<file path="src/rtl/hls_fp17_to_fp16_pkg.sv">
// Shared definitions for the fp17->fp16 HLS core: default word width,
// channel buffer depth and the fp16 result word type.
package hls_fp17_to_fp16_pkg;

    localparam int FP16_W    = 16;
    localparam int CHN_DEPTH = 2;

    typedef logic [FP16_W-1:0] fp16_t;

endpackage

</file>
<file path="src/rtl/hls_chn_skid_fifo.sv">
// Small power-of-two FIFO used by the HLS channel interfaces: storage,
// wrap-around pointers, occupancy count and full/empty flags.
module hls_chn_skid_fifo #(
    parameter int DATA_W = 16,
    parameter int DEPTH  = 2
) (
    input  logic              nvdla_core_clk,
    input  logic              nvdla_core_rstn,
    input  logic              i_push,
    input  logic              i_pop,
    input  logic [DATA_W-1:0] i_wdata,
    output logic [DATA_W-1:0] o_rdata,
    output logic              o_full,
    output logic              o_empty
);

    localparam int PTR_W = $clog2(DEPTH);
    localparam int CNT_W = $clog2(DEPTH + 1);

    logic [DATA_W-1:0] r_mem [DEPTH];
    logic [PTR_W-1:0]  r_wr_ptr;
    logic [PTR_W-1:0]  r_rd_ptr;
    logic [CNT_W-1:0]  r_count;

    logic w_push;
    logic w_pop;

    // Guarding here keeps a live entry from being overwritten even if a caller misbehaves.
    assign w_push  = i_push & ~o_full;
    assign w_pop   = i_pop  & ~o_empty;

    assign o_full  = (r_count == CNT_W'(DEPTH));
    assign o_empty = (r_count == '0);
    assign o_rdata = r_mem[r_rd_ptr];

    // NOTE: storage is reset too, so z reads 0 after reset rather than X.
    always_ff @(posedge nvdla_core_clk or negedge nvdla_core_rstn) begin
        if (!nvdla_core_rstn) begin
            r_wr_ptr <= '0;
            r_rd_ptr <= '0;
            r_count  <= '0;
            for (int i = 0; i < DEPTH; i++) begin
                r_mem[i] <= '0;
            end
        end else begin
            if (w_push) begin
                r_mem[r_wr_ptr] <= i_wdata;
                r_wr_ptr        <= r_wr_ptr + 1'b1;
            end
            if (w_pop) begin
                r_rd_ptr <= r_rd_ptr + 1'b1;
            end
            case ({w_push, w_pop})
                2'b10:   r_count <= r_count + 1'b1;
                2'b01:   r_count <= r_count - 1'b1;
                default: r_count <= r_count;
            endcase
        end
    end

endmodule

</file>
<file path="src/rtl/hls_fp17_to_fp16_chn_o_rsci.sv">
// Output channel of the fp17->fp16 core: buffers converted words and drives
// the downstream valid/ready port; produces wen_comp for the core staller.
module hls_fp17_to_fp16_chn_o_rsci
    import hls_fp17_to_fp16_pkg::*;
#(
    parameter int DATA_W = FP16_W,
    parameter int DEPTH  = CHN_DEPTH
) (
    input  logic              nvdla_core_clk,
    input  logic              nvdla_core_rstn,
    input  logic              core_wen,
    input  logic              chn_o_rsci_oswt,
    input  logic [DATA_W-1:0] chn_o_rsci_d,
    output logic              chn_o_rsci_wen_comp,
    output logic [DATA_W-1:0] chn_o_rsc_z,
    output logic              chn_o_rsc_vz,
    input  logic              chn_o_rsc_lz,
    output logic              chn_o_rsci_idle
);

    logic w_push;
    logic w_pop;
    logic w_full;
    logic w_empty;

    // wen_comp looks only at registered fullness, never at downstream ready.
    assign chn_o_rsci_wen_comp = ~chn_o_rsci_oswt | ~w_full;
    assign w_push              = chn_o_rsci_oswt & core_wen;
    assign chn_o_rsc_vz        = ~w_empty;
    assign w_pop               = chn_o_rsc_vz & chn_o_rsc_lz;
    assign chn_o_rsci_idle     = w_empty & ~chn_o_rsci_oswt;

    hls_chn_skid_fifo #(
        .DATA_W (DATA_W),
        .DEPTH  (DEPTH)
    ) u_fifo (
        .nvdla_core_clk  (nvdla_core_clk),
        .nvdla_core_rstn (nvdla_core_rstn),
        .i_push          (w_push),
        .i_pop           (w_pop),
        .i_wdata         (chn_o_rsci_d),
        .o_rdata         (chn_o_rsc_z),
        .o_full          (w_full),
        .o_empty         (w_empty)
    );

endmodule

</file>
<file path="config.mk">
export PLATFORM = sky130hd
export DESIGN_NAME = hls_fp17_to_fp16_chn_o_rsci
export DESIGN_NICKNAME = d
export VERILOG_FILES = /design/src/rtl/hls_fp17_to_fp16_pkg.sv /design/src/rtl/hls_chn_skid_fifo.sv /design/src/rtl/hls_fp17_to_fp16_chn_o_rsci.sv
export SDC_FILE = /design/constraint.sdc
export NUM_CORES = 1
export LEC_CHECK = 0
export ABC_AREA = 1
export BUFFER_PORTS_ARGS = -buffer_cell sky130_fd_sc_hd__buf_2
export CAP_MARGIN = 40
export CORE_MARGIN = 1.5
export CORE_UTILIZATION = 57
export CTS_CLUSTER_SIZE = 24
export DETAILED_ROUTE_END_ITERATION = 10
export GPL_TIMING_DRIVEN = 0
export PLACE_DENSITY = 0.82
export RECOVER_POWER = 25
export SLEW_MARGIN = 5
export SYNTH_ARGS = -nofsm -noshare
export SYNTH_HDL_FRONTEND = slang
export SYNTH_HIERARCHICAL = 1
export SYNTH_SLANG_ARGS = --single-unit
</file>
<file path="constraint.sdc">
create_clock -name nvdla_core_clk -period 2.7 [get_ports nvdla_core_clk]
set_input_delay 0.27 -clock nvdla_core_clk [delete_from_list [all_inputs] [get_ports nvdla_core_clk]]
set_output_delay 0.27 -clock nvdla_core_clk [all_outputs]
set_load 0.005 [all_outputs]
</file>
After elaboration in Yosys (flattened, before gate mapping)
Index checks and enable logic that the tools add are counted. Widths: inputs -> output; s select.

Flip-flop bits (word level): 36. Input bits: 21.

Add/subtract/negate cells: 4. $lt $le $gt $ge: 3. Mux-type cells: 7. Eq/ne operators: 3. Bitwise logic cells: 11. Reduce and logical (&&, ||, !) cells: 3.

Operators by type and width (count): $mux 16 (4); $bwmux 32 (1); $demux 16 s1 (1); $and 1x1->1 (5); $eq 2x2->1 const B (2); $ge 2x2->1 const B (2); $not 1->2 (2); $pmux 2 s2 (1); $not 1->1 (3); $add 1x1->1 const B (2); $add 2x1->2 const B (1); $eq 2x1->1 const B (1); $logic_not 2->1 (1); $lt 2x1->1 const B (1); $reduce_bool 2->1 (1); $sub 2x1->2 const B (1); $logic_and 1x1->1 (1); $or 1x1->1 (1).

Depth between registers and ports, before layout
Depth in word-level cells: 6. Depth in mapped cells: 12. Gate-level depth less buffers: 12.

Hierarchy
The synthesis kept the hierarchy.

Modules (own cells, without submodules): hls_chn_skid_fifo (area each 1786.7 um^2, cells an instance 223, instances 1); hls_fp17_to_fp16_chn_o_rsci (area each 28.8 um^2, cells an instance 7, instances 1).

Worst setup path before layout
OpenSTA, ideal clock, no wires.

Path type: register -> register. Start: register u_fifo.r_count[0]. End: register u_fifo.r_count[1]. Path slack: 1.286 ns. Arrival: 1.297 ns. Cell stages (with the launch flop): 12. Setup time: 0.117 ns. Cells stage by stage: dfrtp_1 > inv_2 > nand2_1 > inv_1 > nor2_1 > nand2_1 > inv_1 > ha_1 > inv_1 > nand3_1 > nand2_1 > nand2_1.

Cells in the longest elaborated chain, start to end: 6. Elaborated cells on any way between the ends: 13. Classes of those cells: 2 x add/sub; 3 x eq/ne; 1 x mux; 5 x bitwise; 2 x reduce/logical.

RTL lines: from (decl) (RTL line hls_chn_skid_fifo.sv:23) `logic [CNT_W-1:0] r_count;`; from (signal assigned) (RTL line hls_chn_skid_fifo.sv:54) `2'b10: r_count <= r_count + 1'b1;`; from (signal assigned) (RTL line hls_chn_skid_fifo.sv:55) `2'b01: r_count <= r_count - 1'b1;`; from (signal assigned) (RTL line hls_chn_skid_fifo.sv:56) `default: r_count <= r_count;`; $logic_not 2->1 * (RTL line hls_chn_skid_fifo.sv:33) `assign o_empty = (r_count == '0);`; net w_empty (RTL line hls_fp17_to_fp16_chn_o_rsci.sv:24) `logic w_empty;`; $not 1->1 * (RTL line hls_fp17_to_fp16_chn_o_rsci.sv:29) `assign chn_o_rsc_vz = ~w_empty;`; $and 1x1->1 * (RTL line hls_fp17_to_fp16_chn_o_rsci.sv:30) `assign w_pop = chn_o_rsc_vz & chn_o_rsc_lz;`; net w_pop (RTL line hls_fp17_to_fp16_chn_o_rsci.sv:22) `logic w_pop;`; $and 1x1->1 * (RTL line hls_chn_skid_fifo.sv:30) `assign w_pop = i_pop & ~o_empty;`; net u_fifo.w_pop (RTL line hls_chn_skid_fifo.sv:26) `logic w_pop;`; $eq 2x1->1 or $eq 2x2->1 (tied branches) (RTL line hls_chn_skid_fifo.sv:53) `case ({w_push, w_pop})`; $pmux 2 s2 or $reduce_bool 2->1 (tied branches).

Mark *: on every way through the listed nets, which the timed path passes. The rest lies on a longest branch. A chain may end at the register's enable or synchronous reset.

Final worst setup path
Start: register u_fifo.r_rd_ptr. End: output port chn_o_rsc_z[3].

Cells in the longest elaborated chain, start to end: 4.

RTL lines: from (decl) (RTL line hls_chn_skid_fifo.sv:22) `logic [PTR_W-1:0] r_rd_ptr;`; from (signal assigned) (RTL line hls_chn_skid_fifo.sv:51) `r_rd_ptr <= r_rd_ptr + 1'b1;`; $not 1->2 (implied by the code) (RTL line hls_chn_skid_fifo.sv:34) `assign o_rdata = r_mem[r_rd_ptr];`; $mux 16 (implied by the code) (3 in a row) (RTL line hls_chn_skid_fifo.sv:34); to (decl) (RTL line hls_fp17_to_fp16_chn_o_rsci.sv:15) `output logic [DATA_W-1:0] chn_o_rsc_z,`.

No other way between the ends. The select of a mux whose other input is x is not followed.

==> run_results.csv <==
group,metric,value,unit
worst_setup_path,worst_setup_path_start_kind,"register",
global_route,grt_pass1_vias,1517,
layout,fill_cells,269,
place,pre_cts_ws,1.17,ns
route,wirelength,4210,µm
place,place_hpwl,2880,µm
worst_setup_path,reg2reg_depth,11,
clock_tree,postCtsSetupBuffers,0,
worst_setup_path,endpoint_kind,"primary output",
timing,relSlewSlack,-0.235,
floorplanning,die_w,59.4,µm
min_path,holdCritPathClass,"in2reg",
synthesis,ys_seq_elements,36,
route,viasPerCell,5.19,
floorplanning,num_rows,20,
timing,fin_worst_skew,0.0107,ns
worst_setup_path,crit_type,"reg2out",
route,firstDrtPassIters,4,
run_status,status,"finished, violations left",
floorplanning,start_util,0.600,
worst_setup_path,r2r-start,"u_fifo/r_count[1]",
synthesis,seq_area_frac_synth,0.496,
clock_tree,clkTransAtPathRegs,0.11,ns
clock_tree,worstSkewPairLatency,0.34,ns
synthesis,synth.distinct_cells,16,
timing,hold_viol_final,0,
floorplanning,die_area,3530,µm²
timing,rsz0062_at_grt,"false",
place,io_buffers,39,
route,via_count,1665,
global_route,grt_pass1_wl,6920,µm
clock_tree,ctsRootBufferMaster,"clkbuf_4",
route,dr.first_iter.drc_count,96,
global_route,grt_max_degree,37,
place,place.gp.congestion,0.785,
timing,setup_viol,0,
clock_tree,cts_tree,"done",
layout,layout.nets,298,
layout,syn_to_final_growth,17.9,%
power,ir_drop,654,µV
global_route,grt-ovfl-total,0,
clock_tree,clock_path_buffers,2,
synthesis,avgSynthCellArea,7.89,µm²
route,antenna_left,0,
synthesis,syn-num-nets,252,
timing,layout_min_cycle_time,1.91,ns
worst_setup_path,path_max_fanout,10,
synthesis,syn_area,1820,µm²
timing,finalSetupTns,0,ns
clock_tree,cts-resized-gates,0,
clock_tree,cts_sinks,36,
layout,finish.utilization,0.707,
worst_setup_path,setup.worst_path.start,"u_fifo/r_rd_ptr",
worst_setup_path,reg2reg_slack,1.12,ns
timing,slew_violations,37,
layout,n_antenna_cell,0,
flow_run,drv_cap,1,
synthesis,synth_warnings,6,
global_route,antenna_found_initial,0,
clock_tree,postCtsHoldBufs,0,
worst_setup_path,reg2reg_to,"u_fifo/r_count[1]",
route,wl_per_cell,13.1,µm
worst_setup_path,cp.required,2.43,ns
timing,worst_slew_pin_slew,1.85,ns
worst_setup_path,critical_path.endpoint,"chn_o_rsc_z[3]",
layout,drive_gt1_frac,0.242,
floorplanning,core,3030,µm²
route,drc,0,
timing,finalCritPeriodShare,0.707,
power,pwr_density_cell,1140,nW/µm²
power,leakage,1.25,nW
floorplanning,die_h,59.4,µm
clock_tree,h-tree-depth,2,
floorplanning,ios,40,
timing,max_freq,524,MHz
synthesis,netlist_instances,230,
timing,finalWorstSetupSlack,0.791,ns
clock_tree,cts_made_buffers,5,
worst_setup_path,critPathArrivalTime,1.64,ns
run_status,violations,"max-capacitance violations, max-slew violations",
global_route,grt_util_all_layers,0.267,
cells in the mapped netlist:
cell type    n  area share
inv_2        3      0.0062
nor2_2       1      0.0034
nand2_1    125        0.26
xnor2_1      1      0.0048
buf_6        3       0.019
nand3_4      2       0.019
nand2_4      1      0.0062
ha_1         1      0.0069
buf_4        5       0.021
nand3_1      2      0.0055
clkinv_1     1      0.0021
nor2_1       1      0.0021
inv_1        8       0.017
dfrtp_1     36        0.50
nand4_1     33        0.11
buf_2        7       0.019
final cells by class:
class,instances,area (µm²),share of cell area
Buffer,15,106,0.0497
Clock buffer,6,41.3,0.0193
Clock inverter,2,35.0,0.0164
Inverter,12,45.0,0.0210
Multi-Input combinational cell,167,763,0.357
Sequential cell,36,901,0.421
Tap cell,44,55.1,0.0257
Timing Repair Buffer,39,194,0.0906
worst min-delay path by stage:
stage / startpoint / end / slack [ns] / cells after the start
floorplan: nvdla_core_rstn / u_fifo/r_count[0] / -0.03 / 0
global placement: nvdla_core_rstn / u_fifo/r_count[1] / 0.40 / 1
detailed placement: nvdla_core_rstn / u_fifo/r_count[0] / 0.40 / 1
CTS: nvdla_core_rstn / u_fifo/r_mem[2] / 0.02 / 1
global route: chn_o_rsci_d[2] / u_fifo/r_mem[2] / 0.15 / 3
finish: chn_o_rsci_d[4] / u_fifo/r_mem[20] / 0.18 / 3
metrics by stage:
stage	instance area [µm²]	hold WS (ns)	instances	power, mW
2_1_floorplan	1820	-0.0256	230	1.68
3_3_place_gp	2070	0.396	313	2.04
3_5_place_dp	2070	0.395	313	2.08
4_1_cts	2140	0.0194	321	2.45
5_1_grt	2140	0.154	321	2.65
6_report	2140	0.176	321	2.44
placed cells by master, fill, tap and decap left out, types with 3 or more instances in the layout:
master,netlist,routed
inv_2,3,3
nand4_1,33,33
clkbuf_4,0,5
buf_2,7,45
buf_6,3,3
inv_1,8,8
buf_4,5,5
dfrtp_1,36,36
nand2_1,125,125
per-layer routing:
| metal | wire (µm) | GRT usage | vias to the layer above |
|---|---|---|---|
| met1 | 1890 | 0.354 | 763 |
| met4 | 59 | 0.0812 | 0 |
| met2 | 1980 | 0.433 | 56 |
| met3 | 276 | 0.0655 | 8 |
| met5 | 0 | 0 | - |
| li1 | - | - | 838 |
sequential cells by signal, indices dropped and copies added, names as in the netlist:
name / cells
u_fifo/r_wr_ptr: 1
u_fifo/r_mem: 32
u_fifo/r_rd_ptr: 1
u_fifo/r_count: 2
worst max-delay path: stages, from the launching register on:
cell and delay [ns]:
dfrtp_1 0.35, buf_4 0.17, clkinv_1 0.25, buf_2 0.29
nand2_1 0.08, nand2_1 0.05, buf_2 0.12
power by group:
group / total, mW / switching (mW) / internal (mW)
clock network: 0.371 / 0.177 / 0.194
logic: 1.14 / 0.692 / 0.450
registers: 0.930 / 0.138 / 0.791
total: 2.44 / 1.01 / 1.44
kinds of logic after synthesis:
logic type    count (synthesis)  share of synthesized area
buf+inv                      27                     0.0834
xor+xnor                      1                    0.00483
flops                        36                      0.496
simple gates                165                      0.409
fa+ha+maj                     1                    0.00689
(Power assumes the default switching activity.)
